$ cat config.mk
export PLATFORM = sky130hd
export DESIGN_NAME = id_ex_stage
export DESIGN_NICKNAME = d
export VERILOG_FILES = /design/src/rtl/id_ex_stage.sv
export SDC_FILE = /design/constraint.sdc
export NUM_CORES = 1
export LEC_CHECK = 0
export CAP_MARGIN = 10
export CORE_MARGIN = 3
export CORE_UTILIZATION = 28
export DETAILED_ROUTE_END_ITERATION = 16
export GPL_TIMING_DRIVEN = 0
export PLACE_DENSITY = 0.69
export SYNTH_ARGS = -nofsm -noshare
export SYNTH_HDL_FRONTEND = slang
export SYNTH_SLANG_ARGS = --single-unit
$ cat constraint.sdc
create_clock -name clk -period 3.95 [get_ports clk]
set_clock_uncertainty 0.2 [all_clocks]
set_input_delay 1.185 -clock clk [delete_from_list [all_inputs] [get_ports clk]]
set_output_delay 1.185 -clock clk [all_outputs]
set_load 0.05 [all_outputs]
$ cat src/rtl/id_ex_stage.sv
// ID/EX pipeline register feeding the EX-stage ALU, with load-use hazard detection.
// Define ID_EX_FWD_EN to build the MEM/WB forwarding muxes; otherwise RAW hazards stall instead.
module id_ex_stage #(
  parameter int unsigned DATA_W = 32,
  parameter int unsigned REG_AW = 5
) (
  input  logic              clk,
  input  logic              rst,
  input  logic              id_valid,
  input  logic [4:0]        id_alu_op,
  input  logic [DATA_W-1:0] id_rs_data,
  input  logic [DATA_W-1:0] id_rt_data,
  input  logic [DATA_W-1:0] id_imm,
  input  logic              id_use_imm,
  input  logic [REG_AW-1:0] id_rs,
  input  logic [REG_AW-1:0] id_rt,
  input  logic [REG_AW-1:0] id_rd,
  input  logic              id_reg_write,
  input  logic              id_mem_read,
  input  logic              id_mem_write,
  input  logic              flush,
  input  logic              hold,
  input  logic              mem_reg_write,
  input  logic              wb_reg_write,
  input  logic [REG_AW-1:0] mem_rd,
  input  logic [REG_AW-1:0] wb_rd,
  input  logic [DATA_W-1:0] mem_result,
  input  logic [DATA_W-1:0] wb_result,
  output logic              stall,
  output logic              ex_valid,
  output logic [4:0]        alu_op,
  output logic [DATA_W-1:0] alu_a,
  output logic [DATA_W-1:0] alu_b,
  output logic [DATA_W-1:0] ex_store_data,
  output logic [REG_AW-1:0] ex_rd,
  output logic              ex_reg_write,
  output logic              ex_mem_read,
  output logic              ex_mem_write
);

  localparam int unsigned OP_W = 5;
  localparam logic [OP_W-1:0] OP_BUBBLE = OP_W'(1);

  logic              valid_q, valid_d;
  logic [OP_W-1:0]   op_q, op_d;
  logic [DATA_W-1:0] rs_data_q, rs_data_d, rt_data_q, rt_data_d, imm_q, imm_d;
  logic              use_imm_q, use_imm_d;
  logic [REG_AW-1:0] rs_q, rs_d, rt_q, rt_d, rd_q, rd_d;
  logic              reg_write_q, reg_write_d, mem_read_q, mem_read_d, mem_write_q, mem_write_d;

  logic              uses_rt, ex_dep, hazard, load_bubble;
  logic [DATA_W-1:0] fwd_a, fwd_rt;

  // Hazard detection: a source of the ID instruction depends on a result not yet usable.
  always_comb begin
    uses_rt = !id_use_imm || id_mem_write;
    ex_dep  = id_valid && (rd_q != '0) &&
              ((id_rs == rd_q) || (uses_rt && (id_rt == rd_q)));
    hazard  = valid_q && mem_read_q && ex_dep;
`ifndef ID_EX_FWD_EN
    hazard  = hazard || (valid_q && reg_write_q && ex_dep) ||
              (id_valid && mem_reg_write && (mem_rd != '0) &&
               ((id_rs == mem_rd) || (uses_rt && (id_rt == mem_rd))));
`endif
    stall   = hazard && !hold && !flush;
  end

  // Next state: bubble on flush/stall/bad opcode, keep on hold, else capture.
  always_comb begin
    valid_d     = valid_q;
    op_d        = op_q;
    rs_data_d   = rs_data_q;
    rt_data_d   = rt_data_q;
    imm_d       = imm_q;
    use_imm_d   = use_imm_q;
    rs_d        = rs_q;
    rt_d        = rt_q;
    rd_d        = rd_q;
    reg_write_d = reg_write_q;
    mem_read_d  = mem_read_q;
    mem_write_d = mem_write_q;
    load_bubble = flush || stall || (!hold && !$onehot(id_alu_op));
    if (load_bubble) begin
      valid_d     = 1'b0;
      op_d        = OP_BUBBLE;
      rs_data_d   = '0;
      rt_data_d   = '0;
      imm_d       = '0;
      use_imm_d   = 1'b0;
      rs_d        = '0;
      rt_d        = '0;
      rd_d        = '0;
      reg_write_d = 1'b0;
      mem_read_d  = 1'b0;
      mem_write_d = 1'b0;
    end else if (!hold) begin
      valid_d     = id_valid;
      op_d        = id_valid ? id_alu_op : OP_BUBBLE;
      rs_data_d   = id_rs_data;
      rt_data_d   = id_rt_data;
      imm_d       = id_imm;
      use_imm_d   = id_use_imm;
      rs_d        = id_rs;
      rt_d        = id_rt;
      rd_d        = id_rd;
      reg_write_d = id_valid && id_reg_write;
      mem_read_d  = id_valid && id_mem_read;
      mem_write_d = id_valid && id_mem_write;
    end
  end

  always_ff @(posedge clk or posedge rst) begin
    if (rst) begin
      valid_q     <= 1'b0;
      op_q        <= OP_BUBBLE;
      rs_data_q   <= '0;
      rt_data_q   <= '0;
      imm_q       <= '0;
      use_imm_q   <= 1'b0;
      rs_q        <= '0;
      rt_q        <= '0;
      rd_q        <= '0;
      reg_write_q <= 1'b0;
      mem_read_q  <= 1'b0;
      mem_write_q <= 1'b0;
    end else begin
      valid_q     <= valid_d;
      op_q        <= op_d;
      rs_data_q   <= rs_data_d;
      rt_data_q   <= rt_data_d;
      imm_q       <= imm_d;
      use_imm_q   <= use_imm_d;
      rs_q        <= rs_d;
      rt_q        <= rt_d;
      rd_q        <= rd_d;
      reg_write_q <= reg_write_d;
      mem_read_q  <= mem_read_d;
      mem_write_q <= mem_write_d;
    end
  end

`ifdef ID_EX_FWD_EN
  // MEM result beats WB result; register 0 never matches.
  always_comb begin
    fwd_a = rs_data_q;
    if (mem_reg_write && (mem_rd != '0) && (mem_rd == rs_q))     fwd_a = mem_result;
    else if (wb_reg_write && (wb_rd != '0) && (wb_rd == rs_q))   fwd_a = wb_result;
    fwd_rt = rt_data_q;
    if (mem_reg_write && (mem_rd != '0) && (mem_rd == rt_q))     fwd_rt = mem_result;
    else if (wb_reg_write && (wb_rd != '0) && (wb_rd == rt_q))   fwd_rt = wb_result;
  end
`else
  logic unused_fwd;
  assign unused_fwd = ^{mem_result, wb_result, wb_reg_write, wb_rd, rs_q, rt_q};
  assign fwd_a  = rs_data_q;
  assign fwd_rt = rt_data_q;
`endif

  assign alu_a         = fwd_a;
  assign alu_b         = use_imm_q ? imm_q : fwd_rt;
  assign ex_store_data = fwd_rt;
  assign ex_valid      = valid_q;
  assign alu_op        = op_q;
  assign ex_rd         = rd_q;
  assign ex_reg_write  = reg_write_q;
  assign ex_mem_read   = mem_read_q;
  assign ex_mem_write  = mem_write_q;

endmodule

# Word-level counts from Yosys, hierarchy flattened
# Cells that the tools add are included.
# totals
ff_bits	111
latch_bits	0
ramBits	0
mem_bits_ro	0
out_inout_bits	111
word_cells	72
mem_count	0
# op_classes
addsub	4
n_mul	0
div_mod_pow	0
order_cmp	0
eq_ne	6
n_shift	0
muxes	22
bitwise	0
reduce_logical	30
# op_table
op	count
32-bit 2-to-1 mux	7
5-bit 2-to-1 mux	5
5-bit equality test	4
1-bit logical AND	17
1-bit 2-to-1 mux	10
5-bit nonzero test	2
1-bit logical OR	7
1-bit by 1-bit adder with 2-bit output	2
1-bit logical NOT	4
2-bit by 2-bit adder with 3-bit output	1
3-bit by 1-bit adder with 3-bit output	1
3-bit by 1-bit equality test with 1-bit output (second input constant)	1
2-bit by 1-bit inequality test with 1-bit output (second input constant)	1

# Depth between registers and ports, before layout
# logic_depth
depth_word	13
depth_mapped	8
mapped_depth_nobuf	7

# Least setup slack after synthesis
# Ideal clock, no wire load.
# synth_timing
path_kind	input to output
startpoint	in id_rt[2]
endpoint	out stall
t_arrival_ps	2862
path_slack_ps	-297
stages	6
n_path_buf	1
path_cell_list	xor2_1 > nor4_1 > a32oi_1 > o32a_1 > buf_2 > nor2_1
# synth_between
elab_chain_len	9
# synth_rtl
element	line_no	rtl
start, declared	16	input logic [REG_AW-1:0] id_rt,
5-bit equality test	58	((id_rs == rd_q) || (uses_rt && (id_rt == rd_q)));
1-bit logical AND	58	
1-bit logical OR	58	
1-bit logical AND	57	ex_dep = id_valid && (rd_q != '0) &&
1-bit logical AND (on tied branches)	59, 61	
1-bit logical OR	61	hazard = hazard || (valid_q && reg_write_q && ex_dep) ||
1-bit logical OR (*)	61	
1-bit logical AND (*) (2 in series)	65	stall = hazard && !hold && !flush;
end, declared	29	output logic stall,
# Mark *: on every way between the ends. The rest lies on a longest branch, timed or not.

# Worst setup path in the final report
# layout_timing
startpoint	in id_rt[1]
endpoint	out stall
# Same word-level chain as after synthesis.

==> impl_metrics.csv <==
group,metric,value,unit
place,placed_cells_incl_taps,811,
clock_network,numCtsBuffers,9,
clock_network,tritoncts,"yes",
critical_path,cp.required,2.56,ns
timing,layout_setup_ws,-0.00661,ns
pwr,seq_power_share,44.0,%
die,dieHeight,138,microns
pwr,power_frac_clock,33.5,%
timing,clock.fmax,253,MHz
routing,first_pass_iters,4,
critical_path,end_kind,"output port",
clock_network,cts_num_sinks,111,
critical_path,crit_fanout,3,
flow_run,drv_cap,0,
pwr,p_switching,0.000795,W
place,dp_hpwl,13000,microns
routing,antenna_left,0,
outcome,status,"finished with violations",
pwr,peakVddDrop,0.281,mV
final_layout,utilization,47.8,%
global_route,grt_max_degree,35,
final_layout,fin_area,8030,sq um
place,place_area,7630,sq um
routing,routedWlPerCell,20.6,microns
yosys,synth.avg_cell_area,14.0,sq um
global_route,grt_pass1_wl,25100,microns
routing,drc_errors,0,
routing,vias_per_cell,5.17,
global_route,first_global_vias,4592,
critical_path,startpoint_type,"input port",
clock_network,path_clk_slew,0.07,ns
yosys,synth_area,4870,sq um
yosys,syn_nets,551,
yosys,seq_area_frac_synth,57.0,%
global_route,gr-total-overflow,0,
critical_path,cp.arrival,2.57,ns
clock_network,clk_path_buf_depth,2,
final_layout,fin_nets,811,
place,io_buffers,241,
pwr,comb_power_share,22.5,%
timing,finalHoldViolations,0,
yosys,netlist_instances,347,
pwr,powerDensity,345,nW/um^2
routing,routed_wl,17200,microns
yosys,ys_ff_latch,111,
timing,drv_slew,0,
timing,max_slew.worst_pin.slew,0.629,ns
place,gp_congestion,0.773,
routing,vias,4300,
final_layout,final_layout_size_suffix_gt1_share,17.0,%
die,std_cell_rows,47,
routing,first_iter_violations,313,
timing,fin_crit,3.96,ns
final_layout,syn2layout_area_growth,64.8,%
final_layout,layout_commonest_cell,"clkdlybuf4s50_1",
clock_network,h-tree-depth,3,
timing,max_slew_margin,58.1,%
clock_network,root_buffer,"clkbuf_16",
die,coreArea,16800,sq um
die,dieArea,19000,sq um
min_path,hold_path_class,"register to register",
die,die_w,138,microns
die,io_pins,312,
pwr,sw_frac_of_total,28.7,%
yosys,synthDistinctLibCells,24,
final_layout,instances_no_fill,832,
die,start_util,29.0,%
timing,setup_viol,1,
timing,finalCritPeriodShare,100,%
final_layout,final_cell_mix,"clkdlybuf4s50_1, dfrtp_1, a32o_1",
global_route,grtUsageTotal,17.1,%
timing,rsz0062_at_grt,"true",
critical_path,worst-setup-path-type,"input port to output port",
clock_network,clkLatencyLatePin,0.35,ns
outcome,violations,"negative setup slack",
final_layout,diodes,0,
global_route,antenna_found_initial,0,
pwr,p_leak,3.42,nW
yosys,ys_warn_count,0,
pwr,internal_power,0.00198,W
## registers in the layout, indices dropped and copies added, names as in the netlist
register       flops
alu_a             32
alu_op             5
ex_mem_read        1
ex_mem_write       1
ex_rd              5
ex_reg_write       1
ex_store_data     32
ex_valid           1
imm_q             32
use_imm_q          1
## logic make-up (layout without fill, tap and decap cells)
logic type / Yosys count / count (layout) / synth area share [%]
simple gates: 23 / 23 / 2.75
xor+xnor: 20 / 20 / 3.59
fa+ha+maj: 3 / 3 / 1.08
mux: 32 / 32 / 7.39
compound gates: 116 / 116 / 23.5
flops: 111 / 111 / 57.0
buf+inv: 42 / 307 / 4.70
## per-layer routing
metal	vias up	wire, microns	GRT usage, %
met3	14	1190	4.50
met1	2199	6880	21.4
met5	-	0	0
met4	0	236	3.90
met2	150	8850	29.8
li1	1937	-	-
## power groups by stage
stage,sequential [W],clock (W),combinational [W]
final,0.00122,0.000928,0.000625
after global routing,0.00122,0.00101,0.000659
after CTS,0.00122,0.000956,0.000622
after detailed placement,0.00124,0,0.000623
after global placement,0.00124,0,0.000607
after floorplan,0.00135,0,0.000207
## cell usage after synthesis, drive strengths merged
master	instances	area share (%)
nor2	4	0.31
mux2	32	7.4
a22o	7	1.3
xnor2	2	0.36
ha	1	0.26
nand2b	2	0.26
dfstp	1	0.54
nor4	3	0.39
xor2	18	3.2
or4	2	0.31
o32a	1	0.21
a41oi	1	0.18
and3	7	0.90
a32o	103	21
inv	2	0.15
buf	12	2.4
dfrtp	110	56
nor3	2	0.21
clkbuf	28	2.2
fa	2	0.82
a32oi	2	0.36
o211ai	2	0.31
nor2b	3	0.39
## what timing repair did
action                     in CTS  in global routing
pin swaps                       6                 10
setup endpoints to repair     125                118
hold buffers                    0                  0
buffers inserted                2                  5
gates resized for setup        48                 55
## worst max-delay path: stages
cell and delay (ns):
buf_8 0.10, xor2_2 0.14, nor4_2 0.31, a32oi_1 0.13, o32a_1 0.39, nor2_4 0.15, buf_8 0.15
## metrics by stage
step | TNS [ns] | hold slack [ns] | setup WS, ns | total power (W)
2_1_floorplan | 0 | 0.260 | 0.0802 | 0.00156
3_3_place_gp | -78.59 | 0.268 | -1.25 | 0.00184
3_5_place_dp | -89.99 | 0.278 | -1.26 | 0.00186
4_1_cts | -10.94 | 0.295 | -0.169 | 0.00280
5_1_grt | -0.973 | 0.310 | -0.0888 | 0.00290
6_report | -0.00661 | 0.290 | -0.00661 | 0.00277
## final cells by class
class,instances,area [sq um]
flip-flops and latches,111,2780
fillers,1528,8790
clock inverters,4,55.1
repair buffers,251,2490
inverters,2,11.3
plain buffers,38,253
multi-input cells,194,1920
well taps,220,275
clock buffers,12,246
## final timing paths
| path | start | to | slack [ns] | cells past startpoint |
|---|---|---|---|---|
| worst max-delay path | id_rt[1] | stall | -0.007 | 7 |
| min in group asynchronous | rst | alu_a[7] | 1.02 | 2 |
| worst min-delay path | alu_a[13] | alu_a[13] | 0.29 | 1 |
| worst max register to register | ex_rd[1] | imm_q[0] | 1.11 | 10 |
| max in group asynchronous | rst | alu_op[0] | 1.73 | 4 |
| worst min register to register | alu_a[13] | alu_a[13] | 0.29 | 1 |
No activity file was read; power rests on OpenSTA's default activity.
